==> config.mk <==
export PLATFORM = sky130hd
export DESIGN_NAME = timer_ctrl_16bit
export DESIGN_NICKNAME = d
export VERILOG_FILES = /design/src/rtl/timer_ctrl_16bit.sv
export SDC_FILE = /design/constraint.sdc
export NUM_CORES = 1
export LEC_CHECK = 0
export CORE_ASPECT_RATIO = 0.8
export CORE_MARGIN = 2
export CORE_UTILIZATION = 31
export DETAILED_ROUTE_END_ITERATION = 7
export GPL_TIMING_DRIVEN = 0
export HOLD_SLACK_MARGIN = 0.05
export SYNTH_ARGS = -nofsm -noshare
export SYNTH_HDL_FRONTEND = slang
export SYNTH_SLANG_ARGS = --single-unit
==> constraint.sdc <==
create_clock -name Clk -period 2.6 [get_ports Clk]
set_input_delay 0.26 -clock Clk [delete_from_list [all_inputs] [get_ports Clk]]
set_output_delay 0.26 -clock Clk [all_outputs]
set_load 0.02 [all_outputs]
==> src/rtl/timer_ctrl_16bit.sv <==
// ---------------------------------------------------------------------------
// timer_ctrl_16bit
// Prescaled 16-bit event timer with one-shot / periodic modes, pause/resume
// and sticky done / overrun flags.
//
// State table
//   state    | meaning
//   IDLE  00 | stopped, Q=0, waiting for Start
//   RUN   01 | prescaler running, Q advances on each prescaler tick
//   PAUSE 10 | Q and prescaler frozen; Start resumes, Stop aborts to IDLE
//   DONE  11 | one-shot reached terminal count, Q holds; Ack returns to IDLE
//
// Ports
//   Clk     rising-edge clock
//   Clr     synchronous active-high reset
//   Start   begin (from IDLE) or resume (from PAUSE)
//   Stop    pause (from RUN) or abort (from PAUSE); wins over Start
//   Mode    0 = one-shot, 1 = periodic (captured on start from IDLE)
//   Period  terminal count (captured on start from IDLE)
//   Presc   prescale divisor minus one (captured on start from IDLE)
//   Ack     clears Done and Ovf
//   Q       current count
//   En      one-cycle strobe following each prescaler tick
//   Busy    high in RUN or PAUSE
//   Done    sticky terminal-count flag
//   Ovf     sticky flag: terminal count reached while Done still set
//   State   encoded FSM state
// ---------------------------------------------------------------------------
module timer_ctrl_16bit (
   input  logic        Clk,
   input  logic        Clr,
   input  logic        Start,
   input  logic        Stop,
   input  logic        Mode,
   input  logic [15:0] Period,
   input  logic [7:0]  Presc,
   input  logic        Ack,
   output logic [15:0] Q,
   output logic        En,
   output logic        Busy,
   output logic        Done,
   output logic        Ovf,
   output logic [1:0]  State
);

   typedef enum logic [1:0] {
      ST_IDLE  = 2'b00,
      ST_RUN   = 2'b01,
      ST_PAUSE = 2'b10,
      ST_DONE  = 2'b11
   } state_t;

   state_t      state_q, state_d;
   logic [15:0] q_q, q_d;
   logic [7:0]  p_q, p_d;
   logic        en_q, en_d;
   logic        done_q, done_d;
   logic        ovf_q, ovf_d;
   logic [15:0] period_s_q, period_s_d;
   logic [7:0]  presc_s_q, presc_s_d;
   logic        mode_s_q, mode_s_d;
   logic        done_set;
   logic        ovf_set;

   always_comb begin
      state_d    = state_q;
      q_d        = q_q;
      p_d        = p_q;
      en_d       = 1'b0;
      period_s_d = period_s_q;
      presc_s_d  = presc_s_q;
      mode_s_d   = mode_s_q;
      done_set   = 1'b0;
      ovf_set    = 1'b0;

      case (state_q)
         ST_IDLE: begin
            if (Start && !Stop) begin
               period_s_d = Period;
               presc_s_d  = Presc;
               mode_s_d   = Mode;
               q_d        = 16'd0;
               p_d        = 8'd0;
               state_d    = ST_RUN;
            end
         end
         ST_RUN: begin
            if (Stop) begin
               state_d = ST_PAUSE;
            end else if (p_q == presc_s_q) begin
               p_d  = 8'd0;
               en_d = 1'b1;
               if (q_q == period_s_q) begin
                  done_set = 1'b1;
                  if (mode_s_q) begin
                     q_d = 16'd0;
                     // An Ack arriving with the terminal tick consumes the old
                     // Done, so this tick is not an overrun.
                     ovf_set = done_q && !Ack;
                  end else begin
                     state_d = ST_DONE;
                  end
               end else begin
                  q_d = q_q + 16'd1;
               end
            end else begin
               p_d = p_q + 8'd1;
            end
         end
         ST_PAUSE: begin
            if (Stop) begin
               q_d     = 16'd0;
               p_d     = 8'd0;
               state_d = ST_IDLE;
            end else if (Start) begin
               state_d = ST_RUN;
            end
         end
         ST_DONE: begin
            if (Ack) begin
               q_d     = 16'd0;
               state_d = ST_IDLE;
            end
         end
         default: state_d = ST_IDLE;
      endcase

      // Set events win over a same-cycle Ack.
      done_d = done_set | (done_q & ~Ack);
      ovf_d  = ovf_set  | (ovf_q  & ~Ack);
   end

   always_ff @(posedge Clk) begin
      if (Clr) begin
         state_q    <= ST_IDLE;
         q_q        <= 16'd0;
         p_q        <= 8'd0;
         en_q       <= 1'b0;
         done_q     <= 1'b0;
         ovf_q      <= 1'b0;
         period_s_q <= 16'd0;
         presc_s_q  <= 8'd0;
         mode_s_q   <= 1'b0;
      end else begin
         state_q    <= state_d;
         q_q        <= q_d;
         p_q        <= p_d;
         en_q       <= en_d;
         done_q     <= done_d;
         ovf_q      <= ovf_d;
         period_s_q <= period_s_d;
         presc_s_q  <= presc_s_d;
         mode_s_q   <= mode_s_d;
      end
   end

   assign Q     = q_q;
   assign En    = en_q;
   assign Busy  = (state_q == ST_RUN) || (state_q == ST_PAUSE);
   assign Done  = done_q;
   assign Ovf   = ovf_q;
   assign State = state_q;

endmodule

# Word level (Yosys, flattened, before mapping)
# Cells that the tools add are included.
# op_classes
bitwise_logic	6
n_reduce_logical	12
n_eq_ne	15
n_mux	32
add_sub_neg	2
# ops
operator	n
2-to-1 mux 16 bit	7
one-hot mux 16 bit (4 select lines)	1
2-to-1 mux 8 bit	4
one-hot mux 8 bit (3 select lines)	1
adder 16 x 1 -> 16 bit (second input constant)	1
equality test 16 bit	1
2-to-1 mux 2 bit	8
!= test 3 bit (second input constant)	5
AND reduction 6 bit	2
2-to-1 mux 1 bit	10
!= test 2 bit (second input constant)	5
adder 8 x 1 -> 8 bit (second input constant)	1
equality test 8 bit	1
one-hot mux 2 bit (4 select lines)	1
equality test 2 bit (second input constant)	2
AND reduction 4 bit	1
nonzero test 3 bit	1
OR reduction 3 bit	1
AND 1 bit	2
equality test 2 x 1 -> 1 bit (second input constant)	1
logical AND 1 bit	2
logical NOT 1 bit	2
logical NOT 2 bit	1
inverter 1 bit	2
other kinds (3)	4
# totals
input_bits	30
register_bits	54
output_inout_bits	22

# Logic depth before layout (Yosys ltp)
# depth
ltp_word	8
ltp_mapped	8
ltp_nobuf	7

# Worst setup path after synthesis
# Ideal clock, no wire load.
# synth_timing
path_type	reg-to-reg
start	register state_q[0], in the netlist State[0]
end	register q_q[0], in the netlist Q[0]
period_less_slack_ns	2.585
arrival_ns	2.511
path_buffers	0
path_stages_with_launch	8
path_slack_ns	0.015
path_cell_list	dfxtp_1 -> inv_1 -> ha_1 -> nor2b_4 -> o32a_4 -> or4_4 -> or4b_1 -> a31oi_1
# synth_between
elab_chain_cells	3
elab_cells_between_ends	12
cone_classes	eq/ne: 9; mux: 1; reduce/logical: 2
# synth_lines
element	line_no	rtl
from (decl)	53	state_t state_q, state_d;
from (signal assigned)	145	state_q <= state_d;
equality test 2 x 1 -> 1 bit, or another cell as far along	76	case (state_q)
!= test 3 bit (no line) / != test 2 bit (equally long branches)	--	
AND reduction 6 bit (no line)	--	
to (signal assigned)	146	q_q <= q_d;
to (decl)	54	logic [15:0] q_q, q_d;
# Parallel ways exist; a longest one is shown, timed or not.
# A chain may end at the register's enable or synchronous reset.

# Final worst setup path
# layout_timing
start	register state_q[1], in the netlist State[1]
end	register q_q[0], in the netlist Q[0]
# The elaborated chain is that of the path after synthesis.

==> metrics.yaml <==
synth:
  synth_edf_count: 0
  yosys.area.top_type: "dfxtp_1"
  ys_ff_latch: 54
  syn-instance-count: 346
  syn_avg_cell_area_sq_um: 8.176
  synth_common_cells: "nand2_1 (73), dfxtp_1 (54), a21oi_1 (32)"
  yosysTopAreaCellShare_pct: 38.21
  ys_seq_area_share_pct: 38.21
  ys_async_sr_fraction_pct: 0
  syn_area_sq_mm: 0.002829
  synth_flop_cell: "dfxtp_1"
  syn-num-nets: 384
  ys_top_cells_by_area: "dfxtp_1 (38%), nand2_1 (9.7%), a21oi_1 (5.7%)"
  synth.most_common_cell: "nand2_1"
  yosysWarnings: 0
  synth_cell_types: 46
critical_path:
  crit_path_start: "State[1]$_SDFFE_PP0P_"
  cp-end-kind: "flop"
  critPathRequiredTime_ns: 2.82
  startpoint_type: "flop"
  cp_num_buf_inv: 1
  max_stage_delay_ns: 0.58
  crit_path_max_fanout: 9
  slowest_stage: "or4_4"
  cp_top_family: "simple AND/OR/NAND/NOR gates"
  r2r_start: "State[1]$_SDFFE_PP0P_"
  path_cells: "inv_1 > ha_2 > nor2b_4 > o32a_4 > or4_4 > or4b_1 > a31oi_1"
  cp.arrival_ns: 2.70
  path_class: "flop to flop"
die:
  die_w_um: 110.8
  rows: 31
  start_util_pct: 31.57
  die_h_um: 89.45
  ios: 52
  core_sq_mm: 0.008960
  dieArea_sq_mm: 0.009911
power:
  combPwrFrac_pct: 27.3
  pwr-share-clk_pct: 31.1
  p_sw_mw: 0.7356
  powerDensity_mw_per_mm2: 608.9
  p_seq_share_pct: 41.6
  p_int_mw: 1.486
  p_leak_nw: 1.351
  sw_frac_of_total_pct: 33.11
  ir_worst_vdd_uv: 286.9
  report.power.total_mw: 2.222
place:
  gp_congestion: 0.8201
  dp_slack_ns: -0.04061
  dp_cells: 511
  hpwlAfterDp_um: 5554
  port_buffers: 50
clocking:
  numCtsBuffers: 5
  clk_pin_slew_ns: 0.07
  cts_buffer_depth: 2
  cts_hold_buf: 0
  cts.htree.levels: 2
  cts_tree: "yes"
  cts-root-buf: "clkbuf_16"
  cts.sinks: 54
  insertion_delay_ns: 0.30
  cts_setup_buffers: 0
sta:
  hold_viol_final: 0
  setup_tns_ns: 0
  relSlewSlack_pct: 63.40
  period_share_pct: 95.56
  worst_slack_ns: 0.1153
  worstMarginPinSlew_ns: 0.5472
  clock_skew_ns: 0.008652
  setup_viol: 0
  fmax_mhz: 402.5
  slew_violations: 0
  period_minus_slack_ns: 2.485
hold_path:
  hp-class: "primary input to flop"
  hp-start: "Clr"
route:
  final_antenna_net_count: 0
  route.detailed.drc: 0
  drt-pass1-iter-count: 4
  wl_um: 7355
  dr.first_iter.drc_count: 118
  viasPerCell: 5.027
  wire_per_inst_um: 14.17
  vias: 2609
layout:
  final_util_pct: 40.72
  fill_cells: 935
  drive_above_1_share_pct: 6.683
  syn_to_final_growth_pct: 28.97
  n_antenna_cell: 0
  nets: 441
  finalNonFillerCells: 519
grt:
  antenna_found_initial: 0
  overflow: 0
  track_usage_pct: 15.38
  grt_pass1_wl_um: 12140
  grt_pass1_vias: 2374
  grt_max_degree: 20
job:
  cap_violations: 0
run_status:
  status: "finished, final reports clean"
-- cell families after synthesis --
kind of cell    Yosys count  share of synthesized area [%]
compound gates           75                          17.91
xor+xnor                 27                          8.359
fa+ha+maj                 8                          3.538
buf+inv                  24                          3.450
flops                    54                          38.21
mux                       2                         0.7077
simple gates            156                          27.82
-- worst paths after layout --
kind                                               endpoint  slack [ns]  cells after the start
worst min-delay path                        Done$_SDFF_PP0_        0.41                      3
worst max register to register            Q[0]$_SDFFE_PP0P_        0.12                      7
worst max-delay path                      Q[0]$_SDFFE_PP0P_        0.12                      7
worst min register to register  period_s_q[10]$_SDFFE_PP0P_        0.47                      2
-- registers in the layout, summed over array words and instances, names as in the netlist --
| register | flops |
|---|---|
| En | 1 |
| p_q | 8 |
| period_s_q | 16 |
| Ovf | 1 |
| Q | 16 |
| mode_s_q | 1 |
| Done | 1 |
| presc_s_q | 8 |
| State | 2 |
-- power groups by stage --
stage          clock (mW)  combinational [mW]  sequential (mW)
5_1_grt             0.750               0.671            0.930
2_1_floorplan           0               0.386            0.938
6_report            0.692               0.606            0.924
4_1_cts             0.707               0.595            0.920
3_3_place_gp            0               0.581            0.938
3_5_place_dp            0               0.593            0.938
-- layer usage --
| layer | track usage, % | routed length, um | vias up |
|---|---|---|---|
| li1 | - | - | 1337 |
| met1 | 21.72 | 3606 | 1206 |
| met2 | 23.93 | 3321 | 58 |
| met3 | 2.780 | 333 | 8 |
| met4 | 5.114 | 95 | 0 |
| met5 | 0 | 0 | - |
-- per-stage QoR --
step,cell area (sq um),hold WS (ns)
global placement,3473,0.4546
global route,3649,0.4325
floorplan,2829,0.3393
finish,3649,0.4060
CTS,3627,0.3892
detailed placement,3473,0.4619
-- timing repair --
action                     4_1_cts  5_1_grt
resized for setup                2        6
setup endpoints to repair       11       15
pin swaps                        0        0
-- worst min-delay path: stages --
cell,delay (ns)
clkbuf_1,0.16
inv_1,0.12
o21a_1,0.12
-- area by class of cell --
class	count	area [sq um]	area share [%]
Buffer	19	81.33	2.229
Clock buffer	5	125.1	3.429
Clock inverter	3	26.28	0.7202
Inverter	5	18.77	0.5144
Multi-Input combinational cell	268	1663	45.58
Sequential cell	54	1090	29.87
Tap cell	115	143.9	3.944
Timing Repair Buffer	50	500.5	13.72
-- cell usage in the layout (no fill, tap or decap), drive strengths merged, types with 4 or more instances in the layout --
cell / synthesis / final
buf: 6 / 5
nor2: 14 / 14
nand2: 73 / 73
clkdlybuf4s50: 0 / 50
nor2b: 4 / 4
a221o: 10 / 10
nor4: 5 / 5
nand3: 7 / 7
a21oi: 32 / 32
ha: 8 / 8
a21o: 4 / 4
nand4: 6 / 6
or3: 8 / 8
or4: 4 / 4
nor3: 16 / 16
inv: 5 / 7
dfxtp: 54 / 54
o21ai: 13 / 13
clkbuf: 13 / 19
xnor2: 10 / 10
xor2: 17 / 17
Power figures use the tool's default switching activity.
